===== config.mk =====
export PLATFORM = sky130hd
export DESIGN_NAME = pcm_output_requantizer
export DESIGN_NICKNAME = d
export VERILOG_FILES = /design/src/rtl/pcm_req_pkg.sv /design/src/rtl/pcm_req_fifo.sv /design/src/rtl/pcm_output_requantizer.sv
export SDC_FILE = /design/constraint.sdc
export NUM_CORES = 1
export LEC_CHECK = 0
export BUFFER_PORTS_ARGS = -buffer_cell sky130_fd_sc_hd__buf_4
export CAP_MARGIN = 10
export CORE_ASPECT_RATIO = 2
export CORE_UTILIZATION = 40
export CTS_CLUSTER_DIAMETER = 200
export DETAILED_ROUTE_END_ITERATION = 6
export MAX_ROUTING_LAYER = met4
export PLACE_DENSITY = 0.68
export SLEW_MARGIN = 20
export SYNTH_ARGS = -nofsm -noshare
export SYNTH_HDL_FRONTEND = slang
export SYNTH_SLANG_ARGS = --single-unit

===== constraint.sdc =====
create_clock -name clk -period 3.6 [get_ports clk]
set_input_delay 0.18 -clock clk [delete_from_list [all_inputs] [get_ports clk]]
set_output_delay 0.18 -clock clk [all_outputs]
set_load 0.01 [all_outputs]

===== src/rtl/pcm_req_pkg.sv =====
// Shared constants for the PCM output requantizer.
// Holds the default widths, shift and FIFO depth, the clip counter width,
// and helpers that produce signed saturation limits for a given word width.
package pcm_req_pkg;

  localparam int unsigned DEF_IN_WIDTH   = 50;
  localparam int unsigned DEF_OUT_WIDTH  = 24;
  localparam int unsigned DEF_SHIFT      = 20;
  localparam int unsigned DEF_FIFO_DEPTH = 8;

  localparam int unsigned CLIP_CNT_W = 16;
  localparam logic [CLIP_CNT_W-1:0] CLIP_CNT_MAX = '1;

  // Largest value of a signed w-bit word, sign-extended to 64 bits.
  function automatic logic signed [63:0] sat_max(input int unsigned w);
    return (64'sd1 <<< (w - 1)) - 64'sd1;
  endfunction

  // Smallest value of a signed w-bit word, sign-extended to 64 bits.
  function automatic logic signed [63:0] sat_min(input int unsigned w);
    return -(64'sd1 <<< (w - 1));
  endfunction

endpackage


===== src/rtl/pcm_req_fifo.sv =====
// Synchronous FIFO with registered head data, valid, full and level.
// Ports:
//   clk, rst_n  : clock and synchronous active-low reset
//   push_i      : write wdata_i (caller guarantees room, or a pop in the same cycle)
//   pop_i       : advance the head (caller guarantees valid_o)
//   wdata_i     : write data
//   rdata_o     : head sample, held while no pop occurs
//   valid_o     : FIFO not empty
//   full_o      : FIFO holds DEPTH entries
//   level_o     : current occupancy
module pcm_req_fifo #(
  parameter int unsigned WIDTH = 24,
  parameter int unsigned DEPTH = 8
) (
  input  logic                    clk,
  input  logic                    rst_n,
  input  logic                    push_i,
  input  logic                    pop_i,
  input  logic [WIDTH-1:0]        wdata_i,
  output logic [WIDTH-1:0]        rdata_o,
  output logic                    valid_o,
  output logic                    full_o,
  output logic [$clog2(DEPTH):0]  level_o
);

  localparam int unsigned AW = $clog2(DEPTH);
  localparam int unsigned PW = AW + 1;

  logic [WIDTH-1:0] mem_q [DEPTH];
  logic [PW-1:0]    wr_ptr_q, wr_ptr_d;
  logic [PW-1:0]    rd_ptr_q, rd_ptr_d;
  logic [PW-1:0]    level_q, level_d;
  logic [WIDTH-1:0] rdata_q, rdata_d;
  logic             valid_q, valid_d;
  logic             full_q, full_d;

  // Next pointers and registered flags; pointers carry an extra wrap bit.
  always_comb begin
    wr_ptr_d = wr_ptr_q + PW'(push_i);
    rd_ptr_d = rd_ptr_q + PW'(pop_i);
    level_d  = wr_ptr_d - rd_ptr_d;
    valid_d  = (wr_ptr_d != rd_ptr_d);
    full_d   = (wr_ptr_d[AW] != rd_ptr_d[AW]) &&
               (wr_ptr_d[AW-1:0] == rd_ptr_d[AW-1:0]);
    rdata_d  = rdata_q;
    if (valid_d) begin
      // The new head may be the word being written this very cycle.
      if (push_i && (wr_ptr_q == rd_ptr_d)) begin
        rdata_d = wdata_i;
      end else begin
        rdata_d = mem_q[rd_ptr_d[AW-1:0]];
      end
    end
  end

  always_ff @(posedge clk) begin
    if (!rst_n) begin
      wr_ptr_q <= '0;
      rd_ptr_q <= '0;
      level_q  <= '0;
      rdata_q  <= '0;
      valid_q  <= 1'b0;
      full_q   <= 1'b0;
    end else begin
      wr_ptr_q <= wr_ptr_d;
      rd_ptr_q <= rd_ptr_d;
      level_q  <= level_d;
      rdata_q  <= rdata_d;
      valid_q  <= valid_d;
      full_q   <= full_d;
    end
  end

  // Storage array; contents are don't-care until written.
  always_ff @(posedge clk) begin
    if (rst_n && push_i) begin
      mem_q[wr_ptr_q[AW-1:0]] <= wdata_i;
    end
  end

  assign rdata_o = rdata_q;
  assign valid_o = valid_q;
  assign full_o  = full_q;
  assign level_o = level_q;

endmodule


===== src/rtl/pcm_output_requantizer.sv =====
// PCM output requantizer: round-half-up right shift, saturation to OUT_WIDTH,
// and a small output FIFO with valid/ready drain plus sticky status.
// Optional feature macro: PCM_REQ_CLIP_CNT_EN builds the 16-bit clip counter;
// without it clip_count is tied to zero.
// Ports:
//   clk, rst_n          : clock and synchronous active-low reset
//   in_valid, in_data   : one-cycle sample strobe and signed input sample
//   out_valid, out_ready: FIFO head handshake
//   out_data            : signed requantized head sample
//   fifo_level          : FIFO occupancy
//   clip, overflow      : sticky saturation / sample-drop flags
//   clr_status          : clears clip, overflow and clip_count
//   clip_count          : saturating count of clipped samples
module pcm_output_requantizer
  import pcm_req_pkg::*;
#(
  parameter int unsigned IN_WIDTH   = DEF_IN_WIDTH,
  parameter int unsigned OUT_WIDTH  = DEF_OUT_WIDTH,
  parameter int unsigned SHIFT      = DEF_SHIFT,
  parameter int unsigned FIFO_DEPTH = DEF_FIFO_DEPTH
) (
  input  logic                          clk,
  input  logic                          rst_n,
  input  logic                          in_valid,
  input  logic [IN_WIDTH-1:0]           in_data,
  output logic                          out_valid,
  input  logic                          out_ready,
  output logic [OUT_WIDTH-1:0]          out_data,
  output logic [$clog2(FIFO_DEPTH):0]   fifo_level,
  output logic                          clip,
  output logic                          overflow,
  input  logic                          clr_status,
  output logic [CLIP_CNT_W-1:0]         clip_count
);

  localparam int unsigned RW = IN_WIDTH + 1;

  localparam logic signed [RW-1:0]  RND     = RW'(64'sd1 <<< (SHIFT - 1));
  localparam logic signed [RW-1:0]  SAT_MAX = RW'(sat_max(OUT_WIDTH));
  localparam logic signed [RW-1:0]  SAT_MIN = RW'(sat_min(OUT_WIDTH));
  localparam logic [OUT_WIDTH-1:0]  OUT_MAX = OUT_WIDTH'(sat_max(OUT_WIDTH));
  localparam logic [OUT_WIDTH-1:0]  OUT_MIN = OUT_WIDTH'(sat_min(OUT_WIDTH));

  // Stage 1: sign-extend by one bit so adding the half-LSB cannot overflow.
  logic signed [RW-1:0] in_ext, sum, r_d, r_q;
  logic                 v1_q;

  always_comb begin
    in_ext = {in_data[IN_WIDTH-1], in_data};
    sum    = in_ext + RND;
    r_d    = sum >>> SHIFT;
  end

  always_ff @(posedge clk) begin
    if (!rst_n) begin
      r_q  <= '0;
      v1_q <= 1'b0;
    end else begin
      r_q  <= r_d;
      v1_q <= in_valid;
    end
  end

  // Stage 2: clamp to the signed output range.
  logic [OUT_WIDTH-1:0] s2_d, s2_q;
  logic                 clipped;
  logic                 v2_q, sat_q;

  always_comb begin
    s2_d    = r_q[OUT_WIDTH-1:0];
    clipped = 1'b0;
    if (r_q > SAT_MAX) begin
      s2_d    = OUT_MAX;
      clipped = 1'b1;
    end else if (r_q < SAT_MIN) begin
      s2_d    = OUT_MIN;
      clipped = 1'b1;
    end
  end

  always_ff @(posedge clk) begin
    if (!rst_n) begin
      s2_q  <= '0;
      v2_q  <= 1'b0;
      sat_q <= 1'b0;
    end else begin
      s2_q  <= s2_d;
      v2_q  <= v1_q;
      sat_q <= v1_q & clipped;
    end
  end

  // A full FIFO still accepts a sample when the head leaves in the same cycle.
  logic fifo_full;
  logic pop_c, push_c;

  assign pop_c  = out_valid & out_ready;
  assign push_c = v2_q & (~fifo_full | pop_c);

  pcm_req_fifo #(
    .WIDTH (OUT_WIDTH),
    .DEPTH (FIFO_DEPTH)
  ) u_fifo (
    .clk     (clk),
    .rst_n   (rst_n),
    .push_i  (push_c),
    .pop_i   (pop_c),
    .wdata_i (s2_q),
    .rdata_o (out_data),
    .valid_o (out_valid),
    .full_o  (fifo_full),
    .level_o (fifo_level)
  );

  // Sticky flags: a set in the same cycle as a clear wins.
  logic clip_q, clip_d, ovf_q, ovf_d;

  always_comb begin
    clip_d = clip_q;
    ovf_d  = ovf_q;
    if (clr_status) begin
      clip_d = 1'b0;
      ovf_d  = 1'b0;
    end
    if (sat_q) begin
      clip_d = 1'b1;
    end
    if (v2_q && !push_c) begin
      ovf_d = 1'b1;
    end
  end

  always_ff @(posedge clk) begin
    if (!rst_n) begin
      clip_q <= 1'b0;
      ovf_q  <= 1'b0;
    end else begin
      clip_q <= clip_d;
      ovf_q  <= ovf_d;
    end
  end

  assign clip     = clip_q;
  assign overflow = ovf_q;

`ifdef PCM_REQ_CLIP_CNT_EN
  // Saturating clip counter; a clear coincident with a clip loads one.
  logic [CLIP_CNT_W-1:0] clip_cnt_q, clip_cnt_d;

  always_comb begin
    clip_cnt_d = clip_cnt_q;
    if (clr_status) begin
      clip_cnt_d = CLIP_CNT_W'(sat_q);
    end else if (sat_q && (clip_cnt_q != CLIP_CNT_MAX)) begin
      clip_cnt_d = clip_cnt_q + CLIP_CNT_W'(1);
    end
  end

  always_ff @(posedge clk) begin
    if (!rst_n) begin
      clip_cnt_q <= '0;
    end else begin
      clip_cnt_q <= clip_cnt_d;
    end
  end

  assign clip_count = clip_cnt_q;
`else
  assign clip_count = '0;
`endif

endmodule


==> metrics.txt <==
final WL=between 20000 and 25000 um; Max Cap Viol=0; Mean Syn Cell Area=14.5 um^2; Reg clk slew, reported paths=0.07 ns; Seq cells post-synth=a little under 300; CTS max path bufs=3; f_max=between 300 and 400 MHz; largest net degree at the start of global routing=64; # setup viols final=0; RSZ-0062 raised after global routing=false; Critical Path AT=3.36 ns; GP Congestion=0.793; worst skew pair latency=0.52 ns; wire length of the first global-routing pass=37900 um; H-tree lvl count=1; HPWL Detailed=between 15000 and 20000 um; Num CTS Buffers=22; starting density of the core=0.406; mapped cell area=approximately 12000 um^2; Crit Reg-Reg Endpoint=u_fifo.rdata_o[7]; Post-synth EDFFs=approximately 190; Ant. Diodes=0; Primary FF master, synth=edfxtp_1; status=complete, no violations; vias per cell=5.30; sequential element share of the synthesized area=0.663; port bufs=between 60 and 70; Max Fanout on Critical Path=16; grt total ovfl=0; io pins=102; Setup Total Neg Slack=0 ns; worst hold stages=3; TritonRoute pass-1 iters=4; Area Growth Syn to Fin=17.2%; per-cell routed wire length=19.0 um; Register-to-Register Path Depth=10; Synth async-reset ratio=0; commonest non-fill, non-tap cell in the layout=edfxtp_1; 1st-iter DRT viols=352; worst reg-to-reg setup slack=about 0.65 ns; hold path startpoint=in_data[38]; critical path launch point type=flop; Reg-to-Reg Start=u_fifo.valid_o; post-place setup slack=roughly 0.63 ns; Hold Vio Cnt, Final=0; Syn. warnings=0; Hold WC Path Type=input pin to flop; die height=243 um; Setup Skew=around 0.0098 ns; CP Class=flop to flop; vias post-DR=between 6000 and 7000; Post-CTS Setup Bufs=0; Fillers=around 2400; period utilization=0.820; die area=between 20000 and 30000 um^2; FP Rows=slightly below 90; Pwr Density=between 500 and 600 nW/um^2; count of cell types in the netlist=41; CP endpoint kind=flop; CTS tree=yes; vias in the first global route=around 7000; clk sinks=between 200 and 300; Tightest Pin Transition=0.707 ns; Tmin final=2.95 ns; peak supply drop=between 0.0002 and 0.0003 V; Hold Path End=r_q[18]; Crit path required time=roughly 4 ns; P_leak=between 4 and 5 nW; Pins Over Slew Limit=0; most frequent cells in the layout=edfxtp_1 (192), dfxtp_1 (98), nor2_1 (81), buf_4 (81), mux2_2 (40); initial antenna violation count=0; final worst setup slack=0.649 ns; Root Buffer=clkbuf_16; share of cells above drive strength 1=0.230; DRC Markers=0; Slew headroom=0.528; Routed Antenna Nets=0; Die W=between 100 and 150 um; Syn Inst Count=802; GRT Util Overall=0.173; core area=28700 um^2; Nets=around 960
-- synthesized netlist by cell type, types with 2 or more instances --
library cell	instances	area, um^2
nor3_1	23	115
buf_4	18	135
clkbuf_1	33	124
buf_2	11	55.1
xnor2_1	15	131
nor4_1	13	81.3
ha_1	8	100
a21oi_1	10	50.1
nand2b_1	2	12.5
mux2i_1	32	320
mux2_2	40	450
mux4_2	32	721
inv_1	11	41.3
a21boi_0	2	15.0
and4_1	6	52.6
xor2_1	19	166
nor3b_1	32	240
nand4_1	13	81.3
nand2_1	11	41.3
and2_1	6	37.5
edfxtp_1	192	5770
and3_1	3	18.8
or3_1	7	43.8
nand3_1	16	80.1
nand3b_1	17	128
nor2_1	88	330
o21ai_0	8	40.0
dfxtp_1	98	1960
o2bb2ai_1	24	210
-- what timing repair did --
item	4_1_cts	5_1_grt
hold buffers	29	0
gates resized for setup	0	0
endpoints found under the hold margin	30	0
-- logic make-up after synthesis --
family	share of synthesized area
simple gates	0.111
flops	0.663
xor+xnor	0.0269
compound gates	0.0297
mux	0.128
other cells	0.000322
buf+inv	0.0312
fa+ha+maj	0.0103
-- registers in the layout (all words and copies together) (netlist names) --
register,count
u_fifo.mem_q,192
overflow,1
clip,1
s2_q,24
v1_q,1
u_fifo.full_o,1
u_fifo.valid_o,1
u_fifo.rd_ptr_q,4
r_q,31
u_fifo.level_o,4
sat_q,1
v2_q,1
u_fifo.rdata_o,24
u_fifo.wr_ptr_q,4
-- metal layers --
layer / share of wire / global-route usage / up-vias
met5: 0 / - / -
met4: 0.037 / 0.0732 / 0
li1: - / - / 3146
met2: 0.55 / 0.316 / 169
met1: 0.38 / 0.185 / 3352
met3: 0.036 / 0.0157 / 61
-- per-stage QoR --
| stage | std cells | util | hold WS [ns] | instance area (um^2) | power, mW |
|---|---|---|---|---|---|
| 2_1_floorplan | 817 | - | 0.307 | 11700 | 4.33 |
| 3_3_place_gp | 1200 | 0.440 | 0.398 | 12600 | 4.64 |
| 3_5_place_dp | 1200 | 0.440 | 0.400 | 12600 | 4.66 |
| 4_1_cts | 1269 | 0.475 | 0.00207 | 13700 | 7.12 |
| 5_1_grt | 1269 | 0.475 | 0.00913 | 13700 | 7.32 |
| 6_report | 1269 | 0.475 | 0.0203 | 13700 | 7.06 |
-- worst max path at each step --
| stage | from | end | slack, ns | cells past startpoint |
|---|---|---|---|---|
| after CTS | u_fifo.valid_o | u_fifo.rdata_o[12] | 0.66 | 10 |
| after floorplan | u_fifo.valid_o | u_fifo.rdata_o[14] | 0.31 | 14 |
| after global routing | u_fifo.valid_o | u_fifo.rdata_o[15] | 0.39 | 10 |
| after detailed placement | u_fifo.valid_o | u_fifo.rdata_o[7] | 0.63 | 10 |
| after global placement | u_fifo.valid_o | u_fifo.rdata_o[12] | 0.80 | 10 |
| final | u_fifo.valid_o | u_fifo.rdata_o[7] | 0.65 | 10 |
-- worst max-delay path, stage by stage, from the launching register on --
cell and delay, ns:
dfxtp_1 0.33, nand2_1 0.09, a21boi_0 0.42, ha_1 0.29, ha_1 0.17, xor2_1 0.26, xor2_1 0.32, nand3_1 0.14
o21ai_2 0.49, buf_12 0.24, o2bb2ai_1 0.08
-- where the power goes --
part / switching [mW] / internal (mW)
logic: 0.406 / 0.409
clock network: 1.11 / 1.35
registers: 0.0999 / 3.68
-- final cells by class --
type	count	area, um^2	area share
clock inverter	8	71.3	0.00522
inverter	11	41.3	0.00302
clock buffer	32	661	0.0484
sequential	290	7730	0.566
timing repair buffer	116	1020	0.0746
multi-input combinational	452	3690	0.270
tap	360	450	0.0330
Power figures use the tool's default switching activity.
